### src/rtl/cache_pkg.sv
// rtl/cache_pkg.sv - geometry constants, FSM state enum and line-state struct for cache_ctrl
// Ports: none (package).
package cache_pkg;

    localparam int SETS   = 8;
    localparam int WAYS   = 4;
    localparam int WORDS  = 16;
    localparam int TAG_W  = 5;
    localparam int ADDR_W = 12;
    localparam int SET_W  = 3;
    localparam int WAY_W  = 2;
    localparam int OFF_W  = 4;
    localparam int DATA_W = 32;

    typedef enum logic [2:0] {
        IDLE,
        LOOKUP,
        WRITEBACK,
        REFILL,
        RESP
    } state_t;

    typedef struct packed {
        logic             valid;
        logic             dirty;
        logic [TAG_W-1:0] tag;
    } line_t;

endpackage

### src/rtl/cache_tag_array.sv
// rtl/cache_tag_array.sv - valid/dirty/tag storage and per-set round-robin victim pointers
// Ports:
//   clk, rst                      clock, synchronous active-high reset
//   lookup_set, lookup_tag        combinational lookup key
//   hit, hit_way                  lookup result
//   victim_way, victim_line       round-robin victim of lookup_set and its current state
//   wr_en, wr_set, wr_way, wr_line  synchronous line-state update
//   rr_adv, rr_set                advance the round-robin pointer of rr_set
module cache_tag_array
    import cache_pkg::*;
(
    input  logic             clk,
    input  logic             rst,
    input  logic [SET_W-1:0] lookup_set,
    input  logic [TAG_W-1:0] lookup_tag,
    output logic             hit,
    output logic [WAY_W-1:0] hit_way,
    output logic [WAY_W-1:0] victim_way,
    output line_t            victim_line,
    input  logic             wr_en,
    input  logic [SET_W-1:0] wr_set,
    input  logic [WAY_W-1:0] wr_way,
    input  line_t            wr_line,
    input  logic             rr_adv,
    input  logic [SET_W-1:0] rr_set
);

    logic [WAYS-1:0]  valid_q [SETS];
    logic [WAYS-1:0]  dirty_q [SETS];
    logic [TAG_W-1:0] tag_q   [SETS][WAYS];
    logic [WAY_W-1:0] rr_q    [SETS];

    always_ff @(posedge clk) begin
        if (rst) begin
            for (int s = 0; s < SETS; s++) begin
                valid_q[s] <= '0;
                dirty_q[s] <= '0;
                rr_q[s]    <= '0;
            end
        end else begin
            if (wr_en) begin
                valid_q[wr_set][wr_way] <= wr_line.valid;
                dirty_q[wr_set][wr_way] <= wr_line.dirty;
            end
            if (rr_adv) begin
                rr_q[rr_set] <= rr_q[rr_set] + WAY_W'(1);
            end
        end
    end

    // Tags are meaningless while valid=0, so they carry no reset.
    always_ff @(posedge clk) begin
        if (wr_en) begin
            tag_q[wr_set][wr_way] <= wr_line.tag;
        end
    end

    always_comb begin
        hit     = 1'b0;
        hit_way = '0;
        for (int w = 0; w < WAYS; w++) begin
            if (valid_q[lookup_set][w] && (tag_q[lookup_set][w] == lookup_tag)) begin
                hit     = 1'b1;
                hit_way = WAY_W'(w);
            end
        end
        victim_way        = rr_q[lookup_set];
        victim_line.valid = valid_q[lookup_set][victim_way];
        victim_line.dirty = dirty_q[lookup_set][victim_way];
        victim_line.tag   = tag_q[lookup_set][victim_way];
    end

endmodule

### src/rtl/cache_ctrl.sv
// rtl/cache_ctrl.sv - 4-way write-back cache controller with 16-word line refill/writeback
// Ports:
//   clk, rst                                   clock, synchronous active-high reset
//   req_valid/req_ready/req_we/req_addr/req_wdata  CPU request (one outstanding)
//   resp_valid/resp_hit/resp_rdata             one-cycle completion
//   da_set/da_way/da_off/da_we/da_wdata/da_rdata   external data array (combinational read)
//   mem_valid/mem_we/mem_addr/mem_wdata/mem_ready/mem_rdata  word-wide backing memory
module cache_ctrl
    import cache_pkg::*;
(
    input  logic              clk,
    input  logic              rst,
    input  logic              req_valid,
    output logic              req_ready,
    input  logic              req_we,
    input  logic [ADDR_W-1:0] req_addr,
    input  logic [DATA_W-1:0] req_wdata,
    output logic              resp_valid,
    output logic              resp_hit,
    output logic [DATA_W-1:0] resp_rdata,
    output logic [SET_W-1:0]  da_set,
    output logic [WAY_W-1:0]  da_way,
    output logic [OFF_W-1:0]  da_off,
    output logic              da_we,
    output logic [DATA_W-1:0] da_wdata,
    input  logic [DATA_W-1:0] da_rdata,
    output logic              mem_valid,
    output logic              mem_we,
    output logic [ADDR_W-1:0] mem_addr,
    output logic [DATA_W-1:0] mem_wdata,
    input  logic              mem_ready,
    input  logic [DATA_W-1:0] mem_rdata
);

    state_t state, state_nx;

    logic              we_q;
    logic [ADDR_W-1:0] addr_q;
    logic [DATA_W-1:0] wdata_q;
    logic              first_q;
    logic [WAY_W-1:0]  vway_q;
    logic [TAG_W-1:0]  vtag_q;
    logic [OFF_W-1:0]  cnt_q;
    logic              resp_hit_q;
    logic [DATA_W-1:0] resp_rdata_q;

    logic [SET_W-1:0]  req_set;
    logic [TAG_W-1:0]  req_tag;
    logic [OFF_W-1:0]  req_off;

    logic              hit;
    logic [WAY_W-1:0]  hit_way;
    logic [WAY_W-1:0]  victim_way;
    line_t             victim_line;
    logic              tag_wr_en;
    logic [WAY_W-1:0]  tag_wr_way;
    line_t             tag_wr_line;
    logic              rr_adv;

    logic              mem_hs;
    logic              last_word;

    assign req_off   = addr_q[OFF_W-1:0];
    assign req_set   = addr_q[OFF_W +: SET_W];
    assign req_tag   = addr_q[OFF_W+SET_W +: TAG_W];
    assign mem_hs    = mem_valid & mem_ready;
    assign last_word = (cnt_q == OFF_W'(WORDS-1));

    assign resp_hit   = resp_hit_q;
    assign resp_rdata = resp_rdata_q;

    cache_tag_array u_tags (
        .clk         (clk),
        .rst         (rst),
        .lookup_set  (req_set),
        .lookup_tag  (req_tag),
        .hit         (hit),
        .hit_way     (hit_way),
        .victim_way  (victim_way),
        .victim_line (victim_line),
        .wr_en       (tag_wr_en),
        .wr_set      (req_set),
        .wr_way      (tag_wr_way),
        .wr_line     (tag_wr_line),
        .rr_adv      (rr_adv),
        .rr_set      (req_set)
    );

    // State register
    always_ff @(posedge clk) begin
        if (rst) begin
            state <= IDLE;
        end else begin
            state <= state_nx;
        end
    end

    // Next-state logic
    always_comb begin
        state_nx = state;
        case (state)
            IDLE:      if (req_valid) state_nx = LOOKUP;
            LOOKUP: begin
                if (hit) begin
                    state_nx = RESP;
                end else if (victim_line.valid && victim_line.dirty) begin
                    state_nx = WRITEBACK;
                end else begin
                    state_nx = REFILL;
                end
            end
            WRITEBACK: if (mem_hs && last_word) state_nx = REFILL;
            REFILL:    if (mem_hs && last_word) state_nx = LOOKUP;
            RESP:      state_nx = IDLE;
            default:   state_nx = IDLE;
        endcase
    end

    // Output / strobe logic
    always_comb begin
        req_ready   = (state == IDLE);
        resp_valid  = (state == RESP);
        mem_valid   = 1'b0;
        mem_we      = 1'b0;
        mem_addr    = {addr_q[ADDR_W-1:OFF_W], cnt_q};
        mem_wdata   = da_rdata;
        da_set      = req_set;
        da_way      = vway_q;
        da_off      = cnt_q;
        da_we       = 1'b0;
        da_wdata    = mem_rdata;
        tag_wr_en   = 1'b0;
        tag_wr_way  = vway_q;
        tag_wr_line = '{valid: 1'b1, dirty: 1'b0, tag: req_tag};
        rr_adv      = 1'b0;
        case (state)
            LOOKUP: begin
                da_off   = req_off;
                da_wdata = wdata_q;
                if (hit) begin
                    da_way      = hit_way;
                    da_we       = we_q;
                    tag_wr_en   = we_q;
                    tag_wr_way  = hit_way;
                    tag_wr_line = '{valid: 1'b1, dirty: 1'b1, tag: req_tag};
                end else begin
                    // Drop the victim now so an aborted refill never leaves a
                    // stale tag pointing at half-overwritten data.
                    rr_adv      = 1'b1;
                    tag_wr_en   = 1'b1;
                    tag_wr_way  = victim_way;
                    tag_wr_line = '{valid: 1'b0, dirty: 1'b0, tag: victim_line.tag};
                end
            end
            WRITEBACK: begin
                mem_valid = 1'b1;
                mem_we    = 1'b1;
                mem_addr  = {vtag_q, req_set, cnt_q};
            end
            REFILL: begin
                mem_valid = 1'b1;
                da_we     = mem_ready;
                if (mem_ready && last_word) begin
                    tag_wr_en = 1'b1;
                end
            end
            default: ;
        endcase
    end

    // Request latch, word counter and response registers
    always_ff @(posedge clk) begin
        if (rst) begin
            we_q         <= 1'b0;
            addr_q       <= '0;
            wdata_q      <= '0;
            first_q      <= 1'b0;
            vway_q       <= '0;
            vtag_q       <= '0;
            cnt_q        <= '0;
            resp_hit_q   <= 1'b0;
            resp_rdata_q <= '0;
        end else begin
            case (state)
                IDLE: begin
                    if (req_valid) begin
                        we_q    <= req_we;
                        addr_q  <= req_addr;
                        wdata_q <= req_wdata;
                        first_q <= 1'b1;
                    end
                end
                LOOKUP: begin
                    if (hit) begin
                        resp_hit_q   <= first_q;
                        resp_rdata_q <= we_q ? wdata_q : da_rdata;
                    end else begin
                        first_q <= 1'b0;
                        vway_q  <= victim_way;
                        vtag_q  <= victim_line.tag;
                        cnt_q   <= '0;
                    end
                end
                WRITEBACK, REFILL: begin
                    if (mem_hs) begin
                        cnt_q <= cnt_q + OFF_W'(1);
                    end
                end
                default: ;
            endcase
        end
    end

endmodule
### config.mk
export PLATFORM = sky130hd
export DESIGN_NAME = cache_ctrl
export DESIGN_NICKNAME = d
export VERILOG_FILES = /design/src/rtl/cache_pkg.sv /design/src/rtl/cache_tag_array.sv /design/src/rtl/cache_ctrl.sv
export SDC_FILE = /design/constraint.sdc
export NUM_CORES = 1
export LEC_CHECK = 0
export BUFFER_PORTS_ARGS = -buffer_cell sky130_fd_sc_hd__buf_4
export CAP_MARGIN = 20
export CORE_ASPECT_RATIO = 0.75
export CORE_MARGIN = 1
export CORE_UTILIZATION = 52
export CTS_BUF_LIST = sky130_fd_sc_hd__clkbuf_16
export DETAILED_ROUTE_END_ITERATION = 16
export HOLD_SLACK_MARGIN = 0.06
export PLACE_DENSITY = 0.77
export SYNTH_ARGS = -nofsm -noshare
export SYNTH_HDL_FRONTEND = slang
export SYNTH_SLANG_ARGS = --single-unit
export TNS_END_PERCENT = 5
### constraint.sdc
create_clock -name clk -period 4.1 [get_ports clk]
set_input_delay 1.025 -clock clk [delete_from_list [all_inputs] [get_ports clk]]
set_output_delay 1.025 -clock clk [all_outputs]
set_load 0.01 [all_outputs]
# Word-level counts from Yosys, hierarchy flattened
# Memory sizes are Yosys's and may differ from the RTL's. A register that Yosys moved wholly into a read port is not among the register bits.
# Index checks and enable logic that the tools add are counted.
dict set report totals {
  register_bits 93
  mem_bits_rw 240
  in_bits 113
  output_inout_bits 123
  wordCells 137
  memories 4
}
dict set report op_classes {
  add_sub_neg 2
  n_lt_le_gt_ge 6
  n_eq_ne 14
  muxes 75
  n_bitwise 4
  n_reduce_logical 22
}
# name depth width read_ports rd_clocked_by_memory_dff wr line
set mem_list {}
lappend mem_list {u_tags.tag_q 8 20 1 1 1 cache_tag_array.sv:30} ;# logic [TAG_W-1:0] tag_q [SETS][WAYS];
lappend mem_list {u_tags.dirty_q 8 4 1 1 8 cache_tag_array.sv:29} ;# logic [WAYS-1:0] dirty_q [SETS];
lappend mem_list {u_tags.valid_q 8 4 1 1 8 cache_tag_array.sv:28} ;# logic [WAYS-1:0] valid_q [SETS];
lappend mem_list {u_tags.rr_q 8 2 1 1 8 cache_tag_array.sv:31} ;# logic [WAY_W-1:0] rr_q [SETS];
# op count
set ops {}
lappend ops {{2-to-1 mux 32 bit} 2}
lappend ops {{2-to-1 mux 3 bit} 15}
lappend ops {{2-to-1 mux 4 bit} 8}
lappend ops {{2-to-1 mux 1 bit} 26}
lappend ops {{equality test 5 bit} 4}
lappend ops {{2-to-1 mux 20 bit} 1}
lappend ops {{2-to-1 mux 5 bit} 3}
lappend ops {{2-to-1 mux 2 bit} 7}
lappend ops {{2-to-1 mux 7 bit} 2}
lappend ops {{2-to-1 mux 12 bit} 1}
lappend ops {{case mux 3 bit (4 select lines)} 1}
lappend ops {{binary-select mux 5 bit (select 2 bit)} 1}
lappend ops {{demux 5 bit (select 2 bit)} 1}
lappend ops {{logical AND 1 bit} 9}
lappend ops {{AND reduction 3 bit} 3}
lappend ops {{!= test 2 bit (second input constant)} 4}
lappend ops {{case mux 4 bit (2 select lines)} 1}
lappend ops {{OR reduction 4 bit} 2}
lappend ops {{equality test 3 x 2 -> 1 bit (second input constant)} 2}
lappend ops {{>= comparator 3 bit (second input constant)} 2}
lappend ops {{less-than comparator 2 x 3 -> 1 bit (second input constant)} 2}
lappend ops {{NOT 2 -> 3 bit} 2}
lappend ops {{case mux 1 bit (2 select lines)} 3}
lappend ops {{AND reduction 2 bit} 3}
lappend ops {{15 further kinds} 18}

# Longest topological paths before layout
# Gate-level depths: netlist of run 1.
dict set report depth {
  depth_word 15
  depth_mapped 14
  depth_no_buf 9
}

# Modules after synthesis
# A second synthesis of run 1 with hierarchy kept.
dict set report hier_totals {
  hier_cells 1270
  hier_area_um2 15409.8
}
# mod n_inst cells_each area_each_um2
set by_module_without_submodules {}
lappend by_module_without_submodules {cache_tag_array 1 743 10821.6}
lappend by_module_without_submodules {cache_ctrl 1 527 4588.2}

# Worst setup path after synthesis of run 1
# No wires, ideal clock.
dict set report synth_timing {
  path_type {reg-to-reg}
  start {register (tool-made name)}
  end {memory u_tags.tag_q[0][12] (netlist bit) (data pin)}
  setup_ns 0.454
  t_arrival_ns 3.495
  t_required_ns 3.646
  setup_slack_ns 0.150
  path_stages_with_launch 12
  synth_period_minus_slack_ns 3.950
  path_cell_list {dfxtp_1 > buf_4 > buf_6 > mux2i_1 > mux4_2 > xnor2_1 > nor3_1 > and4_4 > nor4_4 > and2_1 > clkbuf_1 > o21ai_0}
}
# item line
set synth_rtl {}
lappend synth_rtl {{end, declared} cache_tag_array.sv:30}

==> results of run 1 <==
## synth_stat cells, types with 8 or more instances
library cell	count	area share (%)
a21oi_1	91	2.9
a22o_1	12	0.68
a22oi_1	11	0.53
and2_1	8	0.32
buf_1	12	0.29
buf_2	16	0.52
buf_4	45	2.2
buf_6	8	0.58
clkbuf_1	63	1.5
dfxtp_1	96	12
edfxtp_1	240	46
mux2_2	18	1.3
mux2i_1	111	7.2
mux4_2	23	3.3
nand2_1	242	5.8
nand2b_1	11	0.44
nand3_1	12	0.39
nor2_1	174	4.2
nor3_1	16	0.52
nor4_1	16	0.64
o21ai_0	12	0.39
o21bai_1	40	1.9
## worst max-delay path, delay by kind of cell, from the launching register on
| kind | cells | cell delay (ns) |
|---|---|---|
| and+or+nand+nor | 2 | 0.53 |
| muxes | 1 | 0.19 |
| AOI/OAI and AO/OA | 4 | 0.98 |
| buffers and inverters | 3 | 0.50 |
| DFF | 1 | 0.37 |
## worst max path at each step
stage / from / endpoint / slack (ns) / cells after the start
6_report: flop / da_we / -0.03 / 10
2_1_floorplan: flop / u_tags.tag_q[0][12]$_DFFE_PP_ / 0.15 / 11
4_1_cts: flop / da_we / 0.0008 / 10
3_3_place_gp: flop / u_tags.tag_q[4][1]$_DFFE_PP_ / 0.27 / 12
3_5_place_dp: flop / u_tags.tag_q[2][5]$_DFFE_PP_ / 0.23 / 11
5_1_grt: flop / da_we / -0.08 / 10
## per-stage QoR
stage / hold WS [ns] / TNS (ns) / cell area (um2)
after global routing: 0.478 / -0.176 / 19400
after CTS: 0.452 / 0 / 19100
after floorplan: 0.433 / 0 / 15500
after detailed placement: 0.444 / 0 / 17700
final: 0.451 / -0.0282 / 19400
after global placement: 0.442 / 0 / 17700
## cell usage in the layout (no fill, tap or decap), types with 17 or more instances in the layout
master / instances
clkbuf_16: 38
mux2_2: 17
dfxtp_1: 92
mux4_2: 23
buf_4: 320
o21bai_1: 40
nand2_1: 240
nor2_1: 173
edfxtp_1: 240
mux2i_1: 99
a21oi_1: 91
## area by class of cell
cell class                      count  area share, %
Multi-Input combinational cell    896           29.8
Timing Repair Buffer              339           14.4
Sequential cell                   336           47.2
Clock buffer                       37           4.78
Clock inverter                     26           1.16
Tap cell                          392           2.53
Inverter                            5          0.123
## flip-flops by register name (all words and copies together), names as in the netlist, 2 cells and up, named ones only
register,count
wdata_q,32
cnt_q,4
u_tags.dirty_q,32
resp_rdata,32
state,3
addr_q,12
u_tags.valid_q,32
u_tags.tag_q,160
vtag_q,5
vway_q,2
u_tags.rr_q,16
## power by group
group | internal [mW] | switching [mW] | leakage [nW] | total [mW]
sequential | 3.85 | 0.100 | 3.08 | 3.95
combinational | 0.713 | 1.03 | 3.68 | 1.75
clock | 1.89 | 1.30 | 0.585 | 3.18
total | 6.45 | 2.43 | 7.35 | 8.88
## timing repair
action	in CTS	in global routing
setup buffers	5	14
resized for setup	24	30
gates cloned	2	1
setup endpoints to repair	3	3
pin swaps	1	11
## kinds of logic after synthesis
kind of cell    count (synthesis)  synth area share (%)
compound gates                205                  8.61
xor+xnor                       13                 0.733
mux                           153                  11.9
fa+ha+maj                       1                0.0805
flops                         336                  58.8
simple gates                  524                  14.5
buf+inv                       151                  5.40
## layer usage
metal | share of wire [%] | global-route usage (%)
met4 | 2.2 | 8.26
met3 | 13 | 7.38
met5 | 0.027 | 0
met1 | 40 | 40.0
met2 | 45 | 43.6
==> qor.yml, run 1 <==
status: "finished, violations left"
violations: "setup timing"
report.final.hold_viol_count: 0
multi_input_area_um2: 5770
synth_nets: 1497
vias_per_cell: 5.89
min_period_over_period_pct: 101
netlist_area_um2: 15500
fp.dieW_um: 202
n_fill_cell: 2127
path_max_fanout: 14
slew_viol_final: 0
leakage_nw: 7.35
worstSetupEndpointType: "output pin"
drt_iter0_markers: 1522
async_reset_ff_share_pct: 0
arrival_ns: 3.10
ys_warn_count: 0
tightest_slew_ns: 0.838
min_path_cells: 2
synth.ff_latch_count: 336
vias: 11955
clk_pin_slew_worst_paths_ns: 0.06
reg2reg_to: "u_tags.tag_q[4][4]$_DFFE_PP_"
utilization_pct: 66.2
drc: 0
cp-start-kind: "flop"
die_height_um: 152
grt_pass1_wl_um: 65300
cts_hold_buf: 0
fmax_mhz: 242
avgRoutedWirePerCell_um: 22.2
avgSynthCellArea_um2: 11.2
ys_types: 63
crit_chain: "buf_12 > buf_16 > mux2i_2 > a22o_1 > or3_1 > o211a_1 > and4_4 > o41ai_4 > o22ai_2 > buf_4"
maxCapViolCount: 0
rsz0062_at_grt: "true"
grt_max_degree: 85
seq_area_um2: 9140
hpwl_um: 31200
ys_seq_area_share_pct: 58.8
pre_cts_ws_ns: 0.228
io_buffers: 235
start_util_pct: 53.1
grt.total_usage_pct: 28.5
hp-class: "reg2reg"
area_growth_pct: 24.7
relSlewSlack_pct: 44.2
grt_pass1_vias: 10799
fin_nets: 1727
antenna_cells: 0
vdd_drop_max_mv: 0.264
drt-total-wl_um: 45000
final_cells: 2031
synth_ff_type: "edfxtp_1"
synth_edf_count: 240
setup_slack_ns: -0.0282
reg2regPathDepth: 12
rrSetupSlack_ns: 0.33
whs_endpoint: "vtag_q[3]$_SDFFE_PP0N_"
rows: 54
period_minus_slack_ns: 4.13
p_per_area_nw_per_um2: 459
slowest_stage: "o41ai_4"
drive_above_1_share_pct: 29.3
synthCells: 1383
first_pass_iters: 6
max_stage_delay_ns: 0.45
place_inst: 1946
fp.coreArea_um2: 29300
p_total_mw: 8.88
critical_path_class: "reg2out"
clock_skew_ns: 0.0205
worstSkewPairLatency_ns: 0.52
ant_nets: 0
io_pins: 236
routabilityCongestion: 1.00
cts_tree: "built"
crit_required_ns: 3.07
cts_sinks: 336
grt_overflow: 0
antenna_found_initial: 1
die_area_um2: 30600
htree_levels: 2
clockBufferDepth: 3
root_buffer: "clkbuf_16"
min_from: "vtag_q[3]$_SDFFE_PP0N_"
setup_violations: 1
numCtsBuffers: 35
(Power assumes the default switching activity.)
==> run 2, diff against run 1 <==
--- a/config.mk
+++ b/config.mk
@@ -5,7 +5,8 @@
 export SDC_FILE = /design/constraint.sdc
 export NUM_CORES = 1
 export LEC_CHECK = 0
-export BUFFER_PORTS_ARGS = -buffer_cell sky130_fd_sc_hd__buf_4
+export ABC_AREA = 1
+export BUFFER_PORTS_ARGS = -buffer_cell sky130_fd_sc_hd__buf_2
 export CAP_MARGIN = 20
 export CORE_ASPECT_RATIO = 0.75
 export CORE_MARGIN = 1
==> run 2 against run 1 <==
Effect of this change: the flow now finishes without violations; maximum frequency is 3.4% higher; largest power group is now combinational cells; register-to-register slack better by 0.10 ns; count of clock-buffer cells in the layout decreased by 2; highest routed layer unchanged; total power grew 40%; sequential share of layout area up 2.2 points; non-clock buffer count down 56; largest cell class unchanged; combinational power rose to 2.7 times the previous value; critical path depth rose by 5.
==> qor.yml, run 2 <==
fp.dieW_um: 204  # +1.4%
numCtsBuffers: 34  # -2.9%
avgRoutedWirePerCell_um: 18.5  # -17%
first_pass_iters: 6  # unchanged
ant_nets: 0  # unchanged
setup_violations: 0  # -1
final_cell_area_um2: 18500  # -4.5%
grt.total_usage_pct: 28.8  # +0.37 points
path_depth: 15  # +5
cts_setup_buffers: 0  # -5
tightest_slew_ns: 1.10  # +0.267 ns
reg2reg_to: "u_tags.tag_q[7][14]$_DFFE_PP_"
grt_max_degree: 68  # -20%
die_height_um: 154  # +1.4%
rrSetupSlack_ns: 0.43  # +0.10 ns
hpwl_um: 30900  # -0.91%
clk_pin_slew_worst_paths_ns: 0.06  # about the same
p_per_area_nw_per_um2: 670  # +46%
synth_top_cell_by_area: "edfxtp_1"
place_area_um2: 17300  # -2.3%
drive_above_1_share_pct: 17.4  # -12 points
synthCells: 1881  # +36%
die_area_um2: 31400  # +2.7%
n_fill_cell: 2565  # +21%
cts_sinks: 336  # unchanged
final_cells: 2476  # +22%
synth_nets: 1995  # +33%
fmax_mhz: 251  # +3.4%
rsz0062_at_grt: "false"
synthTopCellsByCount: "nand2_1 (493), edfxtp_1 (240), nor2_1 (202), o21ai_0 (194), inv_1 (190)"
ys_warn_count: 0  # unchanged
status: "complete, no violations"
async_reset_ff_share_pct: 0  # unchanged
place_inst: 2413  # +24%
p_total_mw: 12.4  # +40%
max_stage_delay_ns: 0.33  # -0.12 ns
relSlewSlack_pct: 26.4  # -18 points
cp_num_buf_inv: 4  # +1
slowest_stage: "dfxtp_2"
routabilityCongestion: 0.997  # -0.70%
slew_viol_final: 0  # unchanged
leakage_nw: 8.19  # +12%
critPathTopFamily: "simple AND/OR/NAND/NOR gates"
synth_ff_type: "edfxtp_1"
drt_iter0_markers: 1708  # +12%
netlist_area_um2: 16000  # +2.8%
drt-total-wl_um: 45800  # +1.8%
area_growth_pct: 15.9
grt_overflow: 0  # unchanged
pre_cts_ws_ns: 0.535  # +0.307 ns
fp.coreArea_um2: 30100  # +3.0%
avgSynthCellArea_um2: 8.49  # -24%
min_period_over_period_pct: 97.4  # -3.3 points
critical_path_class: "reg2out"
synth.most_common_cell: "nand2_1"
min_from: "addr_q[3]$_SDFFE_PP0P_"
setup_tns_ns: 0  # +0.0282 ns
root_buffer: "clkbuf_16"
worstSetupEndpointType: "output pin"
cts_resized: 0  # -100%
worst_hold_slack_ns: 0.451  # +0.000426 ns
clock_skew_ns: 0.0250  # +0.00446 ns
crit_chain: "inv_2 > buf_12 > nand2_1 > nand2_1 > nand2_1 > nand2_1 > nor2_1 > nor2_1 > nand3_1 > nand2_2 > nor2_4 > nor2_4 > clkinv_1 > o22ai_2 > buf_2"
ys_types: 30  # -52%
worstSkewPairLatency_ns: 0.53  # about the same
cts_tree: "built"
crit_required_ns: 3.07  # about the same
vias: 13765  # +15%
cp-start-kind: "flop"
layout_common_cells: "nand2_1 (492), edfxtp_1 (240), buf_2 (235)"
vias_per_cell: 5.56  # -5.6%
io_pins: 236  # unchanged
synth.ff_latch_count: 336  # unchanged
arrival_ns: 2.97  # -0.13 ns
whs_endpoint: "addr_q[3]$_SDFFE_PP0P_"
htree_levels: 2  # unchanged
netlist_top_cells_area: "edfxtp_1 (45%), dfxtp_1 (12%), nand2_1 (12%), o21ai_0 (6.1%), nor2_1 (4.8%)"
synth_edf_count: 240  # unchanged
cts_hold_buf: 0  # unchanged
period_minus_slack_ns: 3.99  # -0.137 ns
regMostFlops: "u_tags.tag_q"
grt_pass1_wl_um: 70200  # +7.5%
start_util_pct: 53.0  # -0.14 points
hp-class: "reg2reg"
utilization_pct: 61.4  # -4.8 points
report.final.hold_viol_count: 0  # unchanged
grt_pass1_vias: 12618  # +17%
path_max_fanout: 20  # +6
rows: 55  # +1.9%
ys_seq_area_share_pct: 57.2  # -1.6 points
antenna_cells: 0  # unchanged
setup_slack_ns: 0.109  # +0.137 ns
crit_path_frequent_cell: "nand2_1"
maxCapViolCount: 0  # unchanged
vdd_drop_max_mv: 0.402  # +53%
fin_nets: 2166  # +25%
reg2regPathDepth: 16  # +4
largest_reg_flops: 160  # unchanged
min_path_cells: 2  # unchanged
clockBufferDepth: 3  # unchanged
synth_top_area_share_pct: 45.2  # -1.2 points
final_common_cell: "nand2_1"
antenna_found_initial: 1  # unchanged
io_buffers: 235  # unchanged
drc: 0  # unchanged
[run 2: cell count changes after synthesis, moves of 40 or more]
cell / change
inv_1: +187
mux2i_1: -111
nand2_1: +251
nand3_1: +125
o21ai_0: +182
o21bai_1: -40
[run 2: power breakdown]
group          internal [mW]  switching (mW)  leakage (nW)  total [mW]
Clock                   1.87            1.30         0.578        3.16
Combinational           1.31            3.44          4.54        4.75
Sequential              4.31           0.163          3.08        4.48
Total                   7.49            4.90          8.19        12.4
[run 2: logic make-up after synthesis]
| family | count (synthesis) | synth area share (%) |
|---|---|---|
| fa+ha+maj | 1 | 0.0784 |
| compound gates | 318 | 10.3 |
| buf+inv | 346 | 9.90 |
| simple gates | 880 | 22.5 |
| flops | 336 | 57.2 |
[run 2: final cells by class]
type	count	area [um2]	area share, %
sequential	336	9140	49.4
multi-input combinational	1199	5310	28.7
timing repair buffer	283	1690	9.14
clock buffer	35	876	4.73
inverter	198	746	4.03
tap	399	499	2.70
clock inverter	26	248	1.34
[run 2: worst max-delay path by stage]
stage          start  slack, ns                             to
2_1_floorplan   flop       0.44   u_tags.tag_q[0][0]$_DFFE_PP_
3_3_place_gp    flop       0.57  u_tags.tag_q[1][10]$_DFFE_PP_
3_5_place_dp    flop       0.53  u_tags.tag_q[5][14]$_DFFE_PP_
4_1_cts         flop       0.07                          da_we
5_1_grt         flop      0.002                          da_we
6_report        flop       0.11                          da_we
[run 2: tightest hold or removal path: stages, from the launching register on]
cell and delay, ns:
dfxtp_1 0.30, inv_1 0.05, a21oi_1 0.05
[run 2: per-layer routing]
metal  GRT usage, %  wire [um]  vias up  share of wire [%]
met2           42.0      19900      816                 43
met4           9.28       1210        2                2.7
met5              0         17        -              0.037
li1               -          -     6502                  -
met3           6.63       5180      107                 11
met1           42.3      19500     6338                 43
==> run 3, diff against run 2 <==
--- a/config.mk
+++ b/config.mk
@@ -5,7 +5,6 @@
 export SDC_FILE = /design/constraint.sdc
 export NUM_CORES = 1
 export LEC_CHECK = 0
-export ABC_AREA = 1
 export BUFFER_PORTS_ARGS = -buffer_cell sky130_fd_sc_hd__buf_2
 export CAP_MARGIN = 20
 export CORE_ASPECT_RATIO = 0.75
==> run 3 against run 2 <==
Effect of this change: the flow now finishes with violations (setup timing); via count fell by 14%; critical path depth fell by 3; total power shrank 31%; non-clock buffer count is 45 higher; maximum frequency fell by 3.6%; wire length down 3.3%; clock skew is 0.0085 ns lower; combinational power shrank 65%; sequential share of layout area shrank 0.20 points; clock power shrank 7.6%; core utilization grew 2.2 points; flip-flop and latch count did not move.
==> qor.yml, run 3 (synthesis gave the netlist of run 1 again) <==
clock_skew_ns: 0.0165  # -0.00848 ns
antenna_cells: 0  # unchanged
leakage_nw: 7.07  # -14%
first_pass_iters: 6  # unchanged
n_fill_cell: 2181  # -15%
critPathTopFamily: "simple AND/OR/NAND/NOR gates"
largest_reg_flops: 160  # unchanged
numCtsBuffers: 31  # -8.8%
fin_nets: 1712  # -21%
io_buffers: 235  # unchanged
grt_overflow: 0  # unchanged
grt.total_usage_pct: 28.1  # -0.75 points
cp-start-kind: "flop"
critical_path_class: "reg2out"
die_area_um2: 30600  # -2.7%
avgRoutedWirePerCell_um: 22.0  # +19%
relSlewSlack_pct: 47.4  # +21 points
cts_tree: "built"
drt_iter0_markers: 1435  # -16%
hpwl_um: 30900  # about the same
grt_pass1_vias: 10590  # -16%
worst_hold_slack_ns: 0.455  # +0.00449 ns
fmax_mhz: 241  # -3.6%
hp-class: "reg2reg"
period_minus_slack_ns: 4.14  # +0.150 ns
crit_path_frequent_cell: "buf_4"
crit_chain: "buf_12 > buf_4 > nor2b_2 > buf_4 > a22o_1 > o21ai_1 > nor4b_2 > and4_4 > a211oi_2 > nand2b_4 > nand2_1 > buf_2"
slowest_stage: "dfxtp_4"
fp.dieW_um: 202  # -1.3%
path_max_fanout: 9  # -55%
pre_cts_ws_ns: 0.219  # -0.316 ns
report.final.hold_viol_count: 0  # unchanged
ant_nets: 0  # unchanged
grt_pass1_wl_um: 64400  # -8.3%
drive_above_1_share_pct: 29.5  # +12 points
vias: 11793  # -14%
violations: "setup timing"
start_util_pct: 53.1  # +0.14 points
fp.coreArea_um2: 29300  # -2.9%
die_height_um: 152  # -1.3%
crit_required_ns: 3.07  # about the same
setup_slack_ns: -0.0416  # -0.150 ns
setup_violations: 2  # +2
rows: 54  # -1.8%
worstSkewPairLatency_ns: 0.58  # +0.05 ns
io_pins: 236  # unchanged
layout_common_cells: "nand2_1 (240), edfxtp_1 (240), buf_2 (234)"
max_stage_delay_ns: 0.37  # +0.04 ns
worstSetupEndpointType: "output pin"
cts_sinks: 336  # unchanged
p_per_area_nw_per_um2: 460  # -31%
tightest_slew_ns: 0.789  # -0.315 ns
status: "finished, violations left"
cp_num_buf_inv: 4  # unchanged
rsz0062_at_grt: "true"
regMostFlops: "u_tags.tag_q"
drt-total-wl_um: 44300  # -3.3%
grt_max_degree: 81  # +19%
cts_hold_buf: 0  # unchanged
root_buffer: "clkbuf_16"
slew_viol_final: 0  # unchanged
min_period_over_period_pct: 101  # +3.7 points
clk_pin_slew_worst_paths_ns: 0.07  # about the same
maxCapViolCount: 0  # unchanged
htree_levels: 1  # -1
vdd_drop_max_mv: 0.374  # -6.9%
area_growth_pct: 19.7
routabilityCongestion: 1.03  # +3.2%
clockBufferDepth: 3  # unchanged
vias_per_cell: 5.85  # +5.3%
drc: 0  # unchanged
antenna_found_initial: 0  # -1
arrival_ns: 3.12  # +0.15 ns
-- run 3: changes by cell type in the layout (fill, tap and decap cells not counted), moves of 16 or more --
cell      before  now
nand4_1       25    3
o21bai_1       0   40
mux2i_1        0  100
nand2_1      492  240
o21ai_0      189   10
mux2_2         0   18
nand3_1      133   12
nor2_1       201  173
mux4_2         0   23
nor4_1         0   16
buf_4         36   76
inv_1        196   11
-- run 3: final timing paths --
path / end / cells after the start / slack (ns) / start
min: vtag_q[0]$_SDFFE_PP0N_ / 2 / 0.46 / vtag_q[0]$_SDFFE_PP0N_
max reg2reg: u_tags.tag_q[0][15]$_DFFE_PP_ / 12 / 0.27 / flop
min reg2reg: vtag_q[0]$_SDFFE_PP0N_ / 2 / 0.46 / vtag_q[0]$_SDFFE_PP0N_
max: da_way[0] / 12 / -0.04 / flop
-- run 3: metrics by stage --
step	instance area (um2)	std cells	util, %	power, mW	TNS (ns)
2_1_floorplan	15500	1383	-	4.95	0
3_3_place_gp	17100	1934	58.4	5.53	0
3_5_place_dp	17100	1934	58.4	5.56	0
4_1_cts	18300	2001	62.5	8.48	-0.0142
5_1_grt	18600	2015	63.5	8.84	-0.307
6_report	18600	2015	63.5	8.55	-0.0529
-- run 3: metal layers --
layer	wire length, um	up-vias	share of wire [%]	track usage, %
met5	0	-	0	0.812
met4	988	0	2.2	6.52
met3	5680	79	13	9.26
met2	19400	717	44	41.8
met1	18200	5653	41	39.7
li1	-	5344	-	-
-- run 3: area by class of cell --
type	instances	area [um2]	area share, %
Tap cell	392	490	2.64
Clock buffer	32	801	4.31
Inverter	5	21.3	0.114
Multi-Input combinational cell	896	5820	31.3
Clock inverter	26	225	1.21
Timing Repair Buffer	328	2090	11.3
Sequential cell	336	9140	49.2
-- run 3: where the power goes --
part / internal [mW] / total, mW / switching, mW / leakage [nW]
registers: 3.85 / 3.95 / 0.0974 / 3.08
logic: 0.633 / 1.68 / 1.05 / 3.45
clock network: 1.67 / 2.92 / 1.25 / 0.543
-- run 3: what timing repair did --
action / in CTS / in global routing
gates cloned: 1 / 2
endpoints found under the setup margin: 3 / 3
resized for setup: 19 / 37
pin swaps: 3 / 10
setup buffers: 8 / 12
-- run 3: tightest hold or removal path, cell delays in order (launching register included) --
cell and delay, ns:
dfxtp_1 0.31, nand2_1 0.05, a21oi_1 0.05
